`config.mk`:
```
export PLATFORM = sky130hd
export DESIGN_NAME = bec_wb_loader
export DESIGN_NICKNAME = d
export VERILOG_FILES = /design/src/rtl/bec_loader_pkg.sv /design/src/rtl/bec_word_fifo.sv /design/src/rtl/bec_wb_loader.sv
export SDC_FILE = /design/constraint.sdc
export NUM_CORES = 1
export LEC_CHECK = 0
export BUFFER_PORTS_ARGS = -buffer_cell sky130_fd_sc_hd__buf_2
export CAP_MARGIN = 20
export CORE_ASPECT_RATIO = 0.6
export CORE_UTILIZATION = 40
export DETAILED_ROUTE_END_ITERATION = 7
export HOLD_SLACK_MARGIN = 0.1
export SLEW_MARGIN = 40
export SYNTH_ARGS = -nofsm -noshare
export SYNTH_HDL_FRONTEND = slang
export SYNTH_SLANG_ARGS = --single-unit
```
`constraint.sdc`:
```
create_clock -name wb_clk_i -period 5.9 [get_ports wb_clk_i]
set_input_delay 0.295 -clock wb_clk_i [delete_from_list [all_inputs] [get_ports wb_clk_i]]
set_output_delay 0.295 -clock wb_clk_i [all_outputs]
set_load 0.01 [all_outputs]
```
`src/rtl/bec_loader_pkg.sv`:
```
// Shared definitions for the bec Wishbone loader: FSM states, register map
// and STATUS bit positions.
package bec_loader_pkg;

    typedef enum logic [2:0] {
        ST_IDLE    = 3'd0,
        ST_LOAD    = 3'd1,
        ST_WAIT_LD = 3'd2,
        ST_RUN     = 3'd3,
        ST_CAPTURE = 3'd4,
        ST_DONE    = 3'd5
    } state_e;

    localparam logic [7:0] REG_CTRL   = 8'h00;
    localparam logic [7:0] REG_STATUS = 8'h04;
    localparam logic [7:0] REG_LOAD   = 8'h08;
    localparam logic [7:0] REG_KEY    = 8'h0C;
    localparam logic [7:0] REG_RESULT = 8'h10;

    localparam int CTRL_START = 0;
    localparam int CTRL_ABORT = 1;

    localparam int SB_FULL  = 3;
    localparam int SB_EMPTY = 4;
    localparam int SB_RESV  = 5;
    localparam int SB_OVF   = 6;
    localparam int SB_UDF   = 7;

    function automatic int key_words(input int bits);
        return (bits + 31) / 32;
    endfunction

endpackage

```
`src/rtl/bec_word_fifo.sv`:
```
// Synchronous word FIFO with flush; depth need not be a power of two.
module bec_word_fifo #(
    parameter int DEPTH = 6,
    parameter int WIDTH = 32
) (
    input  logic                       clk_i,
    input  logic                       rst_n_i,
    input  logic                       flush_i,
    input  logic                       push_i,
    input  logic [WIDTH-1:0]           wdata_i,
    input  logic                       pop_i,
    output logic [WIDTH-1:0]           rdata_o,
    output logic                       full_o,
    output logic                       empty_o,
    output logic [$clog2(DEPTH+1)-1:0] count_o
);

    localparam int AW = (DEPTH > 1) ? $clog2(DEPTH) : 1;
    localparam int CW = $clog2(DEPTH + 1);

    logic [WIDTH-1:0] mem_q [DEPTH];
    logic [AW-1:0]    wr_ptr_q;
    logic [AW-1:0]    rd_ptr_q;
    logic [CW-1:0]    count_q;
    logic             do_push;
    logic             do_pop;

    assign full_o  = (count_q == CW'(DEPTH));
    assign empty_o = (count_q == '0);
    assign count_o = count_q;
    assign rdata_o = mem_q[rd_ptr_q];

    // A push into a full FIFO is still accepted when a pop frees a slot that cycle.
    assign do_pop  = pop_i & ~empty_o;
    assign do_push = push_i & (~full_o | do_pop);

    always_ff @(posedge clk_i or negedge rst_n_i) begin
        if (!rst_n_i) begin
            for (int i = 0; i < DEPTH; i++) mem_q[i] <= '0;
            wr_ptr_q <= '0;
            rd_ptr_q <= '0;
            count_q  <= '0;
        end else if (flush_i) begin
            wr_ptr_q <= '0;
            rd_ptr_q <= '0;
            count_q  <= '0;
        end else begin
            if (do_push) begin
                mem_q[wr_ptr_q] <= wdata_i;
                wr_ptr_q <= (wr_ptr_q == AW'(DEPTH - 1)) ? '0 : wr_ptr_q + 1'b1;
            end
            if (do_pop) begin
                rd_ptr_q <= (rd_ptr_q == AW'(DEPTH - 1)) ? '0 : rd_ptr_q + 1'b1;
            end
            if (do_push && !do_pop) count_q <= count_q + 1'b1;
            else if (do_pop && !do_push) count_q <= count_q - 1'b1;
        end
    end

endmodule

```
`src/rtl/bec_wb_loader.sv`:
```
// Wishbone slave that stages operands and key for the bec core, sequences it
// through load/run/capture and buffers the results for firmware.
module bec_wb_loader
    import bec_loader_pkg::*;
#(
    parameter int          NWORDS   = 6,
    parameter int          KEY_BITS = 163,
    parameter logic [31:0] BASE_ADR = 32'h3000_0000
) (
    input  logic        wb_clk_i,
    input  logic        wb_rst_n_i,
    input  logic        wbs_stb_i,
    input  logic        wbs_cyc_i,
    input  logic        wbs_we_i,
    input  logic [3:0]  wbs_sel_i,
    input  logic [31:0] wbs_adr_i,
    input  logic [31:0] wbs_dat_i,
    output logic        wbs_ack_o,
    output logic [31:0] wbs_dat_o,
    output logic        bec_enable_o,
    output logic        bec_load_data_o,
    output logic [31:0] bec_data_o,
    input  logic [5:0]  bec_load_status_i,
    output logic        bec_ki_o,
    input  logic        bec_next_key_i,
    input  logic [3:0]  bec_status_i,
    input  logic [31:0] bec_data_i,
    input  logic        bec_done_i,
    output logic        irq_o
);

    localparam int KEY_W = key_words(KEY_BITS) * 32;
    localparam int IDX_W = $clog2(KEY_W);
    localparam int RP_W  = $clog2(NWORDS + 1);

    state_e           state_q;
    logic             ack_q, ack_d;
    logic [31:0]      dat_q, dat_d;
    logic             ovf_q, udf_q;
    logic [KEY_W-1:0] key_q;
    logic [IDX_W-1:0] key_idx_q;
    logic [5:0]       words_q;
    logic [RP_W-1:0]  cap_q;
    logic [RP_W-1:0]  res_rd_q;
    logic [31:0]      res_q [NWORDS];
    logic             res_valid_q;
    logic             enable_q, load_q, irq_q;
    logic [31:0]      bec_data_q;

    logic            hit, wr_hit, rd_hit;
    logic [7:0]      ofs;
    logic            start_req, abort_req, rd_result, ovf_set, udf_set;
    logic            fifo_push, fifo_pop, fifo_full, fifo_empty;
    logic [31:0]     fifo_rdata;
    logic [RP_W-1:0] fifo_count;
    logic [31:0]     status_w;
    logic            unused_sel;

    assign unused_sel = ^wbs_sel_i;

    // The ~ack_q term keeps a held strobe from producing back-to-back acks.
    assign hit    = wbs_stb_i & wbs_cyc_i & (wbs_adr_i[31:8] == BASE_ADR[31:8]) & ~ack_q;
    assign wr_hit = hit & wbs_we_i;
    assign rd_hit = hit & ~wbs_we_i;
    assign ofs    = wbs_adr_i[7:0];
    assign ack_d  = hit;

    assign start_req = wr_hit & (ofs == REG_CTRL) & wbs_dat_i[CTRL_START];
    assign abort_req = wr_hit & (ofs == REG_CTRL) & wbs_dat_i[CTRL_ABORT];
    assign fifo_push = wr_hit & (ofs == REG_LOAD);
    assign fifo_pop  = (state_q == ST_LOAD);
    assign rd_result = rd_hit & (ofs == REG_RESULT);
    assign ovf_set   = fifo_push & fifo_full & ~fifo_pop;
    assign udf_set   = rd_result & ~res_valid_q;

    bec_word_fifo #(.DEPTH(NWORDS), .WIDTH(32)) u_fifo (
        .clk_i   (wb_clk_i),
        .rst_n_i (wb_rst_n_i),
        .flush_i (abort_req),
        .push_i  (fifo_push),
        .wdata_i (wbs_dat_i),
        .pop_i   (fifo_pop),
        .rdata_o (fifo_rdata),
        .full_o  (fifo_full),
        .empty_o (fifo_empty),
        .count_o (fifo_count)
    );

    always_comb begin
        status_w           = '0;
        status_w[2:0]      = state_q;
        status_w[SB_FULL]  = fifo_full;
        status_w[SB_EMPTY] = fifo_empty;
        status_w[SB_RESV]  = res_valid_q;
        status_w[SB_OVF]   = ovf_q;
        status_w[SB_UDF]   = udf_q;
        status_w[11:8]     = bec_status_i;
    end

    always_comb begin
        dat_d = '0;
        if (rd_hit) begin
            case (ofs)
                REG_STATUS: dat_d = status_w;
                REG_RESULT: if (res_valid_q) dat_d = res_q[res_rd_q];
                default:    dat_d = '0;
            endcase
        end
    end

    always_ff @(posedge wb_clk_i or negedge wb_rst_n_i) begin
        if (!wb_rst_n_i) begin
            ack_q <= 1'b0;
            dat_q <= '0;
            ovf_q <= 1'b0;
            udf_q <= 1'b0;
            key_q <= '0;
        end else begin
            ack_q <= ack_d;
            dat_q <= dat_d;
            if (wr_hit && ofs == REG_STATUS && wbs_dat_i[SB_OVF]) ovf_q <= 1'b0;
            else if (ovf_set) ovf_q <= 1'b1;
            if (wr_hit && ofs == REG_STATUS && wbs_dat_i[SB_UDF]) udf_q <= 1'b0;
            else if (udf_set) udf_q <= 1'b1;
            if (wr_hit && ofs == REG_KEY && state_q == ST_IDLE)
                key_q <= {key_q[KEY_W-33:0], wbs_dat_i};
        end
    end

    always_ff @(posedge wb_clk_i or negedge wb_rst_n_i) begin
        if (!wb_rst_n_i) begin
            state_q     <= ST_IDLE;
            key_idx_q   <= '0;
            words_q     <= '0;
            cap_q       <= '0;
            res_rd_q    <= '0;
            res_valid_q <= 1'b0;
            enable_q    <= 1'b0;
            load_q      <= 1'b0;
            irq_q       <= 1'b0;
            bec_data_q  <= '0;
            for (int i = 0; i < NWORDS; i++) res_q[i] <= '0;
        end else begin
            load_q <= 1'b0;
            if (abort_req) begin
                state_q     <= ST_IDLE;
                enable_q    <= 1'b0;
                words_q     <= '0;
                res_rd_q    <= '0;
                res_valid_q <= 1'b0;
                irq_q       <= 1'b0;
            end else begin
                case (state_q)
                    ST_IDLE: begin
                        if (start_req && fifo_count == RP_W'(NWORDS)) begin
                            words_q <= '0;
                            state_q <= ST_LOAD;
                        end
                    end
                    ST_LOAD: begin
                        bec_data_q <= fifo_rdata;
                        load_q     <= 1'b1;
                        words_q    <= words_q + 6'd1;
                        state_q    <= ST_WAIT_LD;
                    end
                    ST_WAIT_LD: begin
                        if (bec_load_status_i == words_q) begin
                            if (words_q == 6'(NWORDS)) begin
                                key_idx_q <= IDX_W'(KEY_BITS - 1);
                                enable_q  <= 1'b1;
                                state_q   <= ST_RUN;
                            end else begin
                                state_q <= ST_LOAD;
                            end
                        end
                    end
                    ST_RUN: begin
                        if (bec_done_i) begin
                            res_q[0] <= bec_data_i;
                            cap_q    <= RP_W'(1);
                            enable_q <= 1'b0;
                            state_q  <= ST_CAPTURE;
                        end else if (bec_next_key_i && key_idx_q != '0) begin
                            key_idx_q <= key_idx_q - 1'b1;
                        end
                    end
                    ST_CAPTURE: begin
                        res_q[cap_q] <= bec_data_i;
                        cap_q        <= cap_q + 1'b1;
                        if (cap_q == RP_W'(NWORDS - 1)) begin
                            res_rd_q    <= '0;
                            res_valid_q <= 1'b1;
                            irq_q       <= 1'b1;
                            state_q     <= ST_DONE;
                        end
                    end
                    ST_DONE: begin
                        if (rd_result) begin
                            if (res_rd_q == RP_W'(NWORDS - 1)) begin
                                res_rd_q    <= '0;
                                res_valid_q <= 1'b0;
                                irq_q       <= 1'b0;
                                state_q     <= ST_IDLE;
                            end else begin
                                res_rd_q <= res_rd_q + 1'b1;
                            end
                        end
                    end
                    default: state_q <= ST_IDLE;
                endcase
            end
        end
    end

    assign wbs_ack_o       = ack_q;
    assign wbs_dat_o       = dat_q;
    assign bec_enable_o    = enable_q;
    assign bec_load_data_o = load_q;
    assign bec_data_o      = bec_data_q;
    assign bec_ki_o        = (state_q == ST_RUN) ? key_q[key_idx_q] : 1'b0;
    assign irq_o           = irq_q;

endmodule
```
# Word level (Yosys, flattened, before mapping)
# Index checks and enable logic that the tools add are counted.
# classes
muxes	69
magnitude_cmp	7
n_reduce_logical	37
bitwise	27
add_sub_neg	8
eq_ne	29
# ops
op	count
192-bit bitwise mux	2
32-bit two-way mux	9
32-bit binary-select mux with 3-bit select	2
32-bit demux with 3-bit select	2
32-bit one-hot mux with 2 select lines	2
3-bit two-way mux	21
8-bit two-way mux	4
24-bit by 22-bit == test with 1-bit output (second input constant)	1
3-bit == test (second input constant)	7
3-bit inequality test (second input constant)	6
3-bit one-hot mux with 6 select lines	1
8-bit by 4-bit == test with 1-bit output (second input constant)	2
4-bit greater-or-equal comparator (second input constant)	4
1-bit two-way mux	16
3-bit NOT with 4-bit output	4
8-bit one-hot mux with 2 select lines	1
3-bit by 1-bit adder with 3-bit output (second input constant)	5
1-bit bitwise AND	15
6-bit two-way mux	2
3-bit one-hot mux with 2 select lines	2
6-bit one-hot mux with 2 select lines	1
6-bit AND reduction	2
2-bit nonzero test	6
3-bit nonzero test	4
other kinds (26)	56
# word_totals
output_inout_bits	69
input_bits	117
regBits	678
elab_cells	206

# Depth between registers and ports, before layout
# depth
depth_word	11
depth_mapped	12
mapped_depth_nobuf	9

# Cells and area by module
# From an unflattened synthesis, not the netlist that was laid out.
# unflattened
hier_cells	2101
area_unflattened_um2	30793.3
# modules_own_cells
module	area_per_inst_um2	instances	cells_each	seq_area_each_um2
bec_wb_loader	21503.1	1	1477	11936.4
bec_word_fifo	9290.2	1	624	5029.8

# Least setup slack after synthesis
# No wires, ideal clock.
# synth_timing
path_kind	reg2reg
from	reg key_idx_q[1]
to	reg key_idx_q[5]
stages_incl_launch_ff	13
required_ns	5.763
n_path_buf	5
period_less_slack_ns	2.772
path_slack_ns	3.128
setup_time_ns	0.137
arrival_ns	2.635
cell_sequence	dfrtp_1 buf_2 buf_2 buf_2 buf_2 inv_1 ha_1 and4b_1 nor4b_1 o22ai_1 clkbuf_1 o41ai_1 o31ai_1
# synth_via
elab_chain_cells	4
word_cells_on_any_way	8
cone_classes	add/sub (1); eq/ne (1); mux (3); reduce/logical (3)
# synth_rtl
element	line	rtl
from (decl)	bec_wb_loader.sv:41	logic [IDX_W-1:0] key_idx_q;
from (signal assigned)	bec_wb_loader.sv:169	key_idx_q <= IDX_W'(KEY_BITS - 1);
from (signal assigned)	bec_wb_loader.sv:184	key_idx_q <= key_idx_q - 1'b1;
8-bit by 1-bit subtractor with 8-bit output / 8-bit nonzero test (equally long branches)	bec_wb_loader.sv:184, bec_wb_loader.sv:183	
8-bit two-way mux / 1-bit logical AND (equally long branches)	bec_wb_loader.sv:183	end else if (bec_next_key_i && key_idx_q != '0) begin
8-bit two-way mux / 2-bit inequality test (equally long branches)	n/a	
8-bit one-hot mux with 2 select lines / 6-bit AND reduction (equally long branches)	n/a	
# Parallel ways exist; a longest one is shown, timed or not. The select of a mux whose other input is x is not followed.
# A chain may end at the register's enable or synchronous reset.

# Worst setup path in the final report
# layout_timing
from	reg key_idx_q[1]
to	out bec_ki_o
# layout_via
elab_chain_cells	3
# layout_rtl
element	line	rtl
1-bit binary-select mux with 8-bit select	bec_wb_loader.sv:220	assign bec_ki_o = (state_q == ST_RUN) ? key_q[key_idx_q] : 1'b0;
1-bit two-way mux (not written as such)	bec_wb_loader.sv:220	
1-bit two-way mux	bec_wb_loader.sv:220	
to (decl)	bec_wb_loader.sv:24	output logic bec_ki_o,
# Every way passes these cells. The select of a mux whose other input is x is not followed.

==> summary.txt <==
Detailed routing
  – Post-route ant nets: 0
  – Final WL: between 70000 and 80000 µm
  – Drt initial violations: about 1.1k
  – Vias/cell: between 5 and 6
  – Drt wl/cell: roughly 21 µm
  – DR pass1 iterations: 5
  – Vias post-DR: 18.4k
  – DRC viols: 0

Critical path
  – WP data required: between 5 and 6 ns
  – Buf+Inv Stages, Crit Path: 2
  – Worst Setup End Kind: output port
  – Startpoint Class: flip-flop
  – Crit-path max FO: 29
  – CP dominant cell by count: mux4_2
  – Crit-path cells: buf_4 > mux4_2 > mux2i_1 > mux4_2 > nand2_1 > nor4bb_1 > o31a_1 > buf_2
  – R2R depth: 7
  – Stages on the worst setup path: 8
  – CP top delay family: multiplexers
  – Critical Path AT: ~3.9 ns
  – CP max stage cell: dfrtp_2
  – Crit-path max cell delay: 0.87 ns
  – Kind of critical path: reg2out

Finish
  – Nets: between 2k and 2.5k
  – Non-Filler Instances: around 3.4k
  – Area grow syn2layout: 17.5%
  – Share of post-route cells with drive strength above 1: ~45%
  – Fillers: ~6.3k

Synth
  – Cell Area, Synth: around 0.03 mm²
  – Most frequent cells after synthesis: dfrtp_1, mux2_2, mux4_2
  – Ys async rst share: between 90% and 100%
  – Ys flop type: dfrtp_1
  – Synthesized area per cell: between 10 and 15 µm²
  – Count leader, synth: dfrtp_1
  – Post-synth top area share: ~56%
  – Synth Instances: just over 2k
  – Number of synthesized register bits: 678
  – Syn. warnings: 0
  – Yosys top cell by area: dfrtp_1
  – EDFF count, synth: 0
  – Unique masters post-synth: 63
  – Post-synthesis sequential area ratio: between 50 and 60%
  – Synth area leaders: dfrtp_1, mux2_2, mux4_2
  – Syn_nets: about 2.2k

GRT
  – Largest net degree at the start of global routing: 160
  – Vias in the first global route: 19.7k
  – Overflow after GRT: 0
  – Antenna violations before repair: 4
  – Total GRT Usage: between 10% and 20%
  – First-pass GRT wire length: between 100000 and 150000 µm

Clock tree
  – Clock Sinks: 678
  – Clk Latency, worst-skew pair: 0.63 ns
  – Root Driver: clkbuf_16
  – CTS Buf Count: between 60 and 70
  – Deepest clock path buffer count: 3
  – H-tree depth: 3
  – CTS tree: done
  – Reg clk slew, reported paths: approximately 0.060 ns

Die
  – Row cnt: 77
  – Placeable Area: roughly 0.074 mm²
  – IO Count: between 150 and 200
  – Chip height: 215 µm
  – Die Area: 0.0764 mm²
  – Initial Util: 40.7%
  – Die extent in x: around 360 µm

Place
  – Input/output buffers: approximately 180
  – Placed wire-length estimate: around 45000 µm
  – GP Congestion: between 0.7 and 0.8
  – Cells after DPL: ~3.2k

STA
  – Unrepaired setup endpoints after global routing: no
  – Worst-Margin Slew: slightly below 0.8 ns
  – Fin Setup TNS: 0 ns
  – Crit path time final: 4.15 ns
  – Final Skew: between 0.03 and 0.04 ns
  – Final period utilization: between 70% and 80%
  – Slew Viols, Final: 0
  – Setup violations, final: 0
  – Achievable clock frequency: between 0.2 and 0.25 GHz
  – Final hold violations: 0
  – Slew margin rel.: 47.7%

Run status
  – Outcome: complete, no violations

Min path
  – Worst Hold Class: in2reg
  – Worst Hold Depth: 2

Power and ir drop
  – VDD IR max: 0.180 mV
  – Power Density: ~270 mW/mm²
  – Tot Pwr: between 9 and 10 mW
  – Leakage Power: 16.8 nW

Flow run
  – Max-Cap Viols: 0
-- kinds of logic (layout without fill, tap and decap cells) --
| group | count (synthesis) | count (layout) | share of synthesized area, % |
|---|---|---|---|
| flip-flops | 678 | 678 | 56.3 |
| multiplexers | 762 | 762 | 32.5 |
| AO/OA/AOI/OAI | 209 | 209 | 4.30 |
| adder cells (fa/ha/maj) | 7 | 7 | 0.316 |
| XOR/XNOR | 8 | 8 | 0.233 |
| other | 0 | 2 | 0 |
| buffers and inverters | 156 | 441 | 2.19 |
| AND/OR/NAND/NOR | 257 | 257 | 4.17 |
-- layout make-up --
cell class | count | area [µm²] | share of cell area (%)
clock buffers | 92 | 1960 | 5.54
flip-flops and latches | 678 | 17000 | 48.0
clock inverters | 31 | 468 | 1.32
inverters | 17 | 63.8 | 0.180
well taps | 987 | 1230 | 3.49
multi-input cells | 1243 | 12600 | 35.5
diodes | 2 | 5.00 | 0.0141
repair buffers | 301 | 2100 | 5.93
-- power breakdown --
group          internal [mW]  switching (mW)
combinational          0.139           0.198
sequential              4.68          0.0299
clock                   2.79            1.87
-- path summary, 6_finish.rpt --
check | from | endpoint | slack [ns]
worst max-delay path | key_idx_q[1]$_DFFE_PN0P_ | bec_ki_o | 1.75
worst max register to register | wbs_ack_o$_DFF_PN0_ | res_q[73]$_DFFE_PN0P_ | 1.89
max in group asynchronous | wb_rst_n_i | u_fifo.mem_q[164]$_DFFE_PN0P_ | 4.11
worst min register to register | u_fifo.mem_q[37]$_DFFE_PN0P_ | u_fifo.mem_q[37]$_DFFE_PN0P_ | 0.49
min in group asynchronous | wb_rst_n_i | res_q[171]$_DFFE_PN0P_ | 0.32
worst min-delay path | wbs_dat_i[1] | u_fifo.mem_q[161]$_DFFE_PN0P_ | 0.15
-- timing repair --
item / in CTS / in global routing
endpoints found under the hold margin: 473 / 0
resized for setup: 0 / 0
hold buffers: 72 / 0
setup buffers: 0 / 0
-- through the flow --
step	utilization, %	setup slack [ns]	instance area [µm²]	hold slack [ns]
3_3_place_gp	43.4	1.81	32100	0.337
4_1_cts	47.7	1.69	35300	0.110
2_1_floorplan	-	3.13	30100	-0.000591
3_5_place_dp	43.4	1.71	32200	0.349
5_1_grt	47.8	1.47	35400	0.136
6_report	47.8	1.75	35400	0.151
-- placed cells by master (no fill, tap or decap), types with 6 or more instances in the layout --
cell and n:
mux2i_1 42, clkbuf_16 68, nand2_1 56, dfrtp_1 674, clkinv_2 12, ha_1 6, nand2b_1 8, nand3_1 11
o31ai_1 6, o21ai_0 35, dlygate4sd3_1 72, nor3_1 12, nor4_1 6, a21oi_1 80, nand4_1 9, inv_1 14
mux2_1 38, mux2_2 571, xnor2_1 8, bufinv_16 10, a22oi_1 46, clkbuf_8 17, buf_4 41, clkbuf_1 7
nor2_1 109, mux4_2 111, buf_2 180, a31oi_1 6
-- flip-flops by register name, indices dropped and copies added, names as in the netlist, 6 cells and up --
signal,count
wbs_dat_o,32
key_q,192
words_q,6
res_q,192
u_fifo.mem_q,192
bec_data_o,32
key_idx_q,8
-- routing by layer --
| metal | GRT usage, % | vias to the layer above | routed length [µm] |
|---|---|---|---|
| li1 | - | 8153 | - |
| met1 | 28.2 | 9825 | 34700 |
| met2 | 28.5 | 324 | 32300 |
| met3 | 3.71 | 107 | 2900 |
| met4 | 4.91 | 2 | 1330 |
| met5 | 0 | - | 18 |
No activity file was read; power rests on OpenSTA's default activity.
